===== src/rtl/mem_pkg.sv =====
// Shared definitions for the memory-access path.
//   MEM_AW / MEM_DW : default address and data widths of the shared word memory
//   RD / WR         : values of the memory R_W line
//   state_e         : states of the arbiter/sequencer FSM
package mem_pkg;

  localparam int MEM_AW = 16;
  localparam int MEM_DW = 16;

  localparam logic RD = 1'b1;
  localparam logic WR = 1'b0;

  typedef enum logic [2:0] {
    IDLE    = 3'd0,
    SETUP   = 3'd1,
    STROBE  = 3'd2,
    RELEASE = 3'd3,
    ABORT   = 3'd4,
    DRAIN   = 3'd5
  } state_e;

endpackage


===== src/rtl/mem_arbiter_sync2.sv =====
// Two-flop synchroniser for a single asynchronous level (e.g. memory MFC).
//   clk   : destination clock
//   reset : asynchronous, active-high; both flops clear to 0
//   d_i   : asynchronous input
//   q_o   : input resynchronised into clk (two-cycle latency)
module sync2 (
  input  logic clk,
  input  logic reset,
  input  logic d_i,
  output logic q_o
);

  logic meta_q;
  logic sync_q;

  always_ff @(posedge clk or posedge reset) begin
    if (reset) begin
      meta_q <= 1'b0;
      sync_q <= 1'b0;
    end else begin
      meta_q <= d_i;
      sync_q <= meta_q;
    end
  end

  assign q_o = sync_q;

endmodule


===== src/rtl/mem_arbiter.sv =====
// Two-requester round-robin controller for the shared word memory with an
// EN / R_W / MFC strobe handshake. Port 0 is instruction fetch, port 1 is
// load/store. One access is sequenced at a time; a missing MFC is aborted
// after TIMEOUT cycles.
//   clk, reset               : clock, asynchronous active-high reset
//   reqN/rwN/addrN/wdataN    : requester N level request and access fields
//   ackN/errN                : one-cycle completion / timeout pulses
//   rdataN                   : last read data for requester N
//   mem_addr/mem_din/mem_rw  : memory address, write data, direction (1 read)
//   mem_en                   : memory enable strobe (acts on rising edge)
//   mem_dout/mem_mfc         : memory read data and async completion pulse
//   busy                     : high whenever the sequencer is not idle
module mem_arbiter
  import mem_pkg::*;
#(
  parameter int AW        = MEM_AW,
  parameter int DW        = MEM_DW,
  parameter int TIMEOUT   = 32,
  parameter int SETUP_CYC = 1
) (
  input  logic          clk,
  input  logic          reset,
  input  logic          req0,
  input  logic          rw0,
  input  logic [AW-1:0] addr0,
  input  logic [DW-1:0] wdata0,
  output logic          ack0,
  output logic          err0,
  output logic [DW-1:0] rdata0,
  input  logic          req1,
  input  logic          rw1,
  input  logic [AW-1:0] addr1,
  input  logic [DW-1:0] wdata1,
  output logic          ack1,
  output logic          err1,
  output logic [DW-1:0] rdata1,
  output logic [AW-1:0] mem_addr,
  output logic [DW-1:0] mem_din,
  output logic          mem_rw,
  output logic          mem_en,
  input  logic [DW-1:0] mem_dout,
  input  logic          mem_mfc,
  output logic          busy
);

  localparam int CMAX = (TIMEOUT > SETUP_CYC) ? TIMEOUT : SETUP_CYC;
  localparam int CW   = $clog2(CMAX + 1);

  state_e        state_q, state_d;
  logic          owner_q, owner_d;
  logic          last_q, last_d;
  logic [CW-1:0] cnt_q, cnt_d;
  logic [AW-1:0] addr_q, addr_d;
  logic [DW-1:0] din_q, din_d;
  logic          rw_q, rw_d;
  logic          en_q, en_d;
  logic          ack0_q, ack0_d, ack1_q, ack1_d;
  logic          err0_q, err0_d, err1_q, err1_d;
  logic [DW-1:0] rdata0_q, rdata0_d, rdata1_q, rdata1_d;
  logic          gnt;
  logic          mfc_s;

  sync2 u_mfc_sync (
    .clk   (clk),
    .reset (reset),
    .d_i   (mem_mfc),
    .q_o   (mfc_s)
  );

  // Single requester wins outright; on a tie the port that did not win last.
  always_comb begin
    gnt = (req0 && req1) ? ~last_q : req1;
  end

  always_ff @(posedge clk or posedge reset) begin
    if (reset) begin
      state_q  <= IDLE;
      owner_q  <= 1'b0;
      last_q   <= 1'b1;
      cnt_q    <= '0;
      addr_q   <= '0;
      din_q    <= '0;
      rw_q     <= RD;
      en_q     <= 1'b0;
      ack0_q   <= 1'b0;
      ack1_q   <= 1'b0;
      err0_q   <= 1'b0;
      err1_q   <= 1'b0;
      rdata0_q <= '0;
      rdata1_q <= '0;
    end else begin
      state_q  <= state_d;
      owner_q  <= owner_d;
      last_q   <= last_d;
      cnt_q    <= cnt_d;
      addr_q   <= addr_d;
      din_q    <= din_d;
      rw_q     <= rw_d;
      en_q     <= en_d;
      ack0_q   <= ack0_d;
      ack1_q   <= ack1_d;
      err0_q   <= err0_d;
      err1_q   <= err1_d;
      rdata0_q <= rdata0_d;
      rdata1_q <= rdata1_d;
    end
  end

  // Outputs are registered: the ack/err pulse and the EN fall are decided on
  // the edge that enters RELEASE/ABORT, so they appear during that state.
  always_comb begin
    state_d  = state_q;
    owner_d  = owner_q;
    last_d   = last_q;
    cnt_d    = cnt_q;
    addr_d   = addr_q;
    din_d    = din_q;
    rw_d     = rw_q;
    en_d     = en_q;
    ack0_d   = 1'b0;
    ack1_d   = 1'b0;
    err0_d   = 1'b0;
    err1_d   = 1'b0;
    rdata0_d = rdata0_q;
    rdata1_d = rdata1_q;

    case (state_q)
      IDLE: begin
        en_d = 1'b0;
        if (req0 || req1) begin
          owner_d = gnt;
          last_d  = gnt;
          addr_d  = gnt ? addr1 : addr0;
          din_d   = gnt ? wdata1 : wdata0;
          rw_d    = gnt ? rw1 : rw0;
          cnt_d   = '0;
          state_d = SETUP;
        end
      end
      SETUP: begin
        if (cnt_q == CW'(SETUP_CYC - 1)) begin
          en_d    = 1'b1;
          cnt_d   = '0;
          state_d = STROBE;
        end else begin
          cnt_d = cnt_q + CW'(1);
        end
      end
      STROBE: begin
        cnt_d = cnt_q + CW'(1);
        if (mfc_s) begin
          en_d = 1'b0;
          if (owner_q) ack1_d = 1'b1;
          else         ack0_d = 1'b1;
          // Read data lands in the requester's register together with ack.
          if (rw_q == RD) begin
            if (owner_q) rdata1_d = mem_dout;
            else         rdata0_d = mem_dout;
          end
          state_d = RELEASE;
        end else if (cnt_q == CW'(TIMEOUT - 1)) begin
          en_d = 1'b0;
          if (owner_q) err1_d = 1'b1;
          else         err0_d = 1'b1;
          state_d = ABORT;
        end
      end
      RELEASE, ABORT: begin
        cnt_d   = '0;
        state_d = DRAIN;
      end
      DRAIN: begin
        // A stretched or late MFC must fall before the next access may start;
        // a stuck-high MFC is given up on after TIMEOUT cycles.
        if (!mfc_s) begin
          state_d = IDLE;
        end else begin
          cnt_d = cnt_q + CW'(1);
          if (cnt_q == CW'(TIMEOUT - 1)) state_d = IDLE;
        end
      end
      default: begin
        en_d    = 1'b0;
        state_d = IDLE;
      end
    endcase
  end

  assign ack0     = ack0_q;
  assign ack1     = ack1_q;
  assign err0     = err0_q;
  assign err1     = err1_q;
  assign rdata0   = rdata0_q;
  assign rdata1   = rdata1_q;
  assign mem_addr = addr_q;
  assign mem_din  = din_q;
  assign mem_rw   = rw_q;
  assign mem_en   = en_q;
  assign busy     = (state_q != IDLE);

endmodule


===== config.mk =====
export PLATFORM = sky130hd
export DESIGN_NAME = mem_arbiter
export DESIGN_NICKNAME = d
export VERILOG_FILES = /design/src/rtl/mem_pkg.sv /design/src/rtl/mem_arbiter_sync2.sv /design/src/rtl/mem_arbiter.sv
export SDC_FILE = /design/constraint.sdc
export NUM_CORES = 1
export LEC_CHECK = 0
export ABC_AREA = 1
export CAP_MARGIN = 20
export CORE_MARGIN = 5
export CORE_UTILIZATION = 50
export CTS_CLUSTER_SIZE = 40
export DETAILED_ROUTE_END_ITERATION = 8
export DONT_BUFFER_PORTS = 1
export PLACE_DENSITY_LB_ADDON = 0.05
export SETUP_SLACK_MARGIN = 0.2
export SYNTH_ARGS = -nofsm -noshare
export SYNTH_HDL_FRONTEND = slang
export SYNTH_SLANG_ARGS = --single-unit

===== constraint.sdc =====
create_clock -name clk -period 3.2 [get_ports clk]
set_clock_uncertainty 0.1 [all_clocks]
set_input_delay 0.48 -clock clk [delete_from_list [all_inputs] [get_ports clk]]
set_output_delay 0.48 -clock clk [all_outputs]
set_load 0.01 [all_outputs]

# After elaboration in Yosys (flattened, before gate mapping)
# Cells that the tools add are included.
# classes
add_sub_neg	1
eq_ne	11
mux	31
bitwise_logic	3
reduce_logical	14
# op_table
cell	n
2-to-1 mux 16 bit	2
case mux 6 bit (5 select lines)	1
2-to-1 mux 3 bit	6
2-to-1 mux 6 bit	3
2-to-1 mux 1 bit	17
case mux 3 bit (5 select lines)	1
AND reduction 4 bit	3
adder 6 x 1 -> 6 bit, second input constant	1
== test 3 x 2 -> 1 bit, second input constant	2
== test 3 bit, second input constant	2
== test 6 x 5 -> 1 bit, second input constant	1
zero test 6 bit	1
AND reduction 3 bit	2
nonzero test 5 bit	1
!= test 2 bit, second input constant	2
== test 3 x 1 -> 1 bit, second input constant	1
zero test 3 bit	1
!= test 3 x 2 -> 1 bit, second input constant	1
!= test 3 bit, second input constant	1
inverter 1 bit	3
case mux 1 bit (3 select lines)	1
nonzero test 3 bit	1
OR reduction 3 bit	1
!= test 2 x 1 -> 1 bit, second input constant	1
other kinds (4)	4
# word_totals
ff_bits	83
input_bits	87
output_inout_bits	71
wordCells	76

# Depth between registers and ports, before layout
# depth
word_depth	4
ltp_mapped	9

# Modules after synthesis
# Synthesis repeated with hierarchy kept, for this count alone.
# hier_totals
cells_unflattened	429
hier_area_um2	3781.1
# modules_own_cells
module	instances	cells_each	area_each_um2
mem_arbiter	1	426	3727.3
sync2	1	3	53.8

# Least setup slack after synthesis
# Ideal clock, no wire load.
# synth_timing
kind	reg2reg
start	register state_q[2]
end	register addr_q[0], in the netlist mem_addr[0]
setup_time_ns	0.126
arrival_ns	1.214
required_ns	2.974
setup_slack_ns	1.759
path_stages_with_launch	7
path_buffers	2
cell_sequence	dfrtp_1 nor2_4 nand2_2 a21oi_4 buf_4 buf_4 o22ai_1
# synth_between
elab_chain_len	2
# synth_lines
item	line	source
from (decl)	mem_arbiter.sv:49	state_e state_q, state_d;
from (signal assigned)	mem_arbiter.sv:92	state_q <= state_d;
zero test 3 bit	mem_arbiter.sv:127	case (state_q)
AND reduction 2 bit (no line)	n/a	
to (signal assigned)	mem_arbiter.sv:96	addr_q <= addr_d;
to (decl)	mem_arbiter.sv:53	logic [AW-1:0] addr_q, addr_d;
# No other way between the ends.
# A chain may end at the register's enable or synchronous reset.

# Final worst setup path
# layout_timing
start	register state_q[0]
end	register rdata1_q[14], in the netlist rdata1[14]
# layout_between
elab_chain_len	2
# layout_lines
item	line	source
== test 3 x 2 -> 1 bit	mem_arbiter.sv:127	
AND reduction 4 bit (no line)	n/a	
to (signal assigned)	mem_arbiter.sv:105	rdata1_q <= rdata1_d;
to (decl)	mem_arbiter.sv:59	logic [DW-1:0] rdata0_q, rdata0_d, rdata1_q, rdata1_d;
# No other way between the ends.

==> qor.log <==
INFO  layout         fin_nets=510
INFO  routing        drt.antenna.violating_nets=0
INFO  logic_synthesis post_synth_edffs=0
INFO  layout         multi_input_comb_area=1220µm²
INFO  routing        routed_via_density=5.24
INFO  worst_setup_path crit-reg2reg-capture=rdata1[14]
INFO  logic_synthesis yosysMostFrequentCell=sky130_fd_sc_hd__dfrtp_1
INFO  die            floorplan.die.height=95.5µm
INFO  clock_tree     clk_transition_reported_paths=0.09ns
INFO  worst_setup_path critical_path.endpoint_type=flop
INFO  sta            timing.slew.headroom=30.6%
INFO  pwr            leakagePower=1.94nW
INFO  grt            grt_first_pass_wirelength=13.4mm
INFO  worst_setup_path setup.worst_path.start_class=flop
INFO  logic_synthesis seq_area_frac_synth=56.8%
INFO  layout         fillCellCount=697
INFO  logic_synthesis synth_largest_type_area_fraction=55.4%
INFO  worst_setup_path critPathCapture=rdata1[14]
INFO  grt            grt_start_max_net_pins=53
INFO  layout         fin_util=54.4%
INFO  routing        finalWirelength=8.52mm
INFO  logic_synthesis netlist_instances=425
INFO  logic_synthesis synth.top_cells.by_count=81 x sky130_fd_sc_hd__dfrtp_1, 71 x sky130_fd_sc_hd__nand2_1, 69 x sky130_fd_sc_hd__inv_1
INFO  die            die-width=95.5µm
INFO  clock_tree     postCtsResizedCells=0
INFO  sta            setup-violations-final=0
INFO  grt            globalRouteTotalUtil=19.3%
INFO  routing        drc=0
INFO  grt            grt_pass1_vias=2661
INFO  placement      dpl_worst_slack=1.12ns
INFO  hold_path      min_path_type=primary input to flop
INFO  pwr            worst_ir_drop_vdd=0.000359V
INFO  worst_setup_path worst_case_reg_to_reg_path_depth=6
INFO  flow_run       maxCapViolCount=0
INFO  clock_tree     holdBufCountCts=0
INFO  routing        detailedRoute.firstPassIterationCount=5
INFO  worst_setup_path arrival=2.18ns
INFO  clock_tree     cts.sink_count=83
INFO  logic_synthesis synth.yosys.warnings=0
INFO  worst_setup_path critPathMaxFanout=32
INFO  logic_synthesis dominantRegCellSynth=sky130_fd_sc_hd__dfrtp_1
INFO  grt            grt_antenna_before_repair=0
INFO  sta            drv_slew=0
INFO  clock_tree     total_clock_buffers_created_by_cts=9
INFO  sta            worst_pin_slew=1.04ns
INFO  placement      dp_hpwl=6.21mm
INFO  worst_setup_path critical_path.reg2reg.startpoint=state_q[0]
INFO  worst_setup_path crit_type=flop to flop
INFO  logic_synthesis synth_cell_type_count=25
INFO  sta            setup_ws=1.11ns
INFO  sta            final-hold-violation-count=0
INFO  clock_tree     post_cts_buffers=0
INFO  routing        drt-initial-drc-count=84
INFO  sta            max_freq=478MHz
INFO  logic_synthesis synth-async-reset-ratio=100%
INFO  sta            final.min_clock_period=2.09ns
INFO  routing        wl_per_cell=16.2µm
INFO  routing        detailroute.via_count=2752
INFO  die            coreArea=7180µm²
INFO  outcome        status=finished clean
INFO  sta            min_period_over_period=65.3%
INFO  layout         syn_to_final_growth=6.60%
INFO  clock_tree     htree_depth=3
INFO  sta            fin_setup_tns=0ns
INFO  pwr            power-per-cell-area=980nW/µm²
INFO  logic_synthesis post_synth.cell_area_avg=8.61µm²
INFO  logic_synthesis ys_seq_elements=83
INFO  worst_setup_path timing.critical_path.from=state_q[0]
INFO  logic_synthesis synth_nets=514
INFO  grt            grt_overflow=0
INFO  die            initial_utilization=51.0%
INFO  worst_setup_path wp_data_required=3.29ns
INFO  die            fp.dieArea=9130µm²
INFO  hold_path      hp-start=mem_mfc
INFO  placement      globalplace.congestion=0.854
INFO  clock_tree     clk-insertion-delay-late=0.34ns
INFO  worst_setup_path timing.reg2reg.setup_slack=1.11ns
INFO  clock_tree     cts.root.buffer_cell=sky130_fd_sc_hd__clkbuf_8
INFO  clock_tree     tritoncts_clock_tree=built
INFO  logic_synthesis synthesis.area=3660µm²
INFO  die            design.portCount=158
INFO  clock_tree     cts-root-to-sink-buffers=2
INFO  logic_synthesis synth_top_cell_by_area=sky130_fd_sc_hd__dfrtp_1
INFO  sta            setup_repair_after_global_routing_missed_its_margin=no
INFO  layout         seqCellArea=2080µm²
INFO  placement      port-buffer-count=0
INFO  die            floorplan.rows=31
INFO  layout         final_antenna_diode_count=0
INFO  layout         final_layout_size_suffix_gt1_share=7.51%
INFO  logic_synthesis ys_top_cells_by_area=sky130_fd_sc_hd__dfrtp_1 55%, sky130_fd_sc_hd__nand2_1 7.3%, sky130_fd_sc_hd__inv_1 7.1%
==> area by class of cell <==
cell class / instances / area share [%]
tap: 99 / 3.18
timing repair buffer: 5 / 0.962
clock inverter: 7 / 1.35
sequential: 83 / 53.3
clock buffer: 9 / 3.18
multi-input combinational: 252 / 31.2
inverter: 70 / 6.77
==> power by group <==
part	internal [W]	total, W	switching [W]
Combinational	0.000414	0.00104	0.000630
Clock	0.000286	0.000673	0.000388
Sequential	0.00153	0.00211	0.000581
Total	0.00223	0.00382	0.00160
==> worst min-delay path by stage <==
stage                                    to  depth (start not counted)
after CTS                 u_mfc_sync.meta_q                          0
final                     u_mfc_sync.meta_q                          0
after detailed placement     u_mfc_sync.q_o                          0
after global placement       u_mfc_sync.q_o                          0
after floorplan              u_mfc_sync.q_o                          0
after global routing      u_mfc_sync.meta_q                          0
==> logic make-up (layout without fill, tap and decap cells) <==
| kind of cell | after synthesis | in the layout | synth area share, % |
|---|---|---|---|
| and+or+nand+nor | 137 | 137 | 15.5 |
| DFF | 83 | 83 | 56.8 |
| adders and majority gates | 2 | 2 | 0.684 |
| xor gates and xnor gates | 1 | 1 | 0.239 |
| buffers and inverters | 90 | 91 | 9.85 |
| AOI/OAI and AO/OA | 112 | 112 | 16.9 |
==> critical path, cell delays in order (launching register included) <==
cell and delay [ns]:
sky130_fd_sc_hd__dfrtp_1 0.47, sky130_fd_sc_hd__nor2_4 0.17, sky130_fd_sc_hd__nand3_2 0.14, sky130_fd_sc_hd__nor2_2 0.13, sky130_fd_sc_hd__nand2_1 0.59, sky130_fd_sc_hd__nand2_1 0.23, sky130_fd_sc_hd__o21ai_1 0.09
==> metal layers <==
layer	vias up	share of wire, %	wire (µm)	track usage (%)
met2	121	46	3960	29.0
met3	11	11	930	8.05
met5	-	0	0	0
met4	0	1.5	125	6.75
met1	1249	41	3500	25.0
li1	1371	-	-	-
==> layout by cell type (no fill, tap or decap), drive strengths merged <==
master / n
dfrtp: 81
o21ai: 74
nand2: 72
inv: 70
nor2: 43
o22ai: 33
nand3: 17
clkbuf: 9
clkinv: 6
buf: 5
a21oi: 4
nand4: 3
nor3: 2
ha: 2
dfstp: 2
o21a: 1
xor2: 1
clkinvlp: 1
==> sequential cells by signal, summed over array words and instances (netlist names) <==
signal and cells:
owner_q 1, last_q 1, ack0 1, cnt_q 6, mem_rw 1, rdata0 16, state_q 3, mem_en 1
mem_din 16, ack1 1, err0 1, u_mfc_sync.meta_q 1, mem_addr 16, rdata1 16, u_mfc_sync.q_o 1, err1 1
==> metrics by stage <==
stage	cell area (µm²)	hold slack [ns]	instances	total power, W
floorplan	3660	0.231	425	0.00289
global placement	3720	0.250	509	0.00315
detailed placement	3720	0.240	509	0.00319
CTS	3900	0.0360	525	0.00387
global route	3900	0.0294	525	0.00413
finish	3900	0.0533	525	0.00382
(Power assumes the default switching activity.)
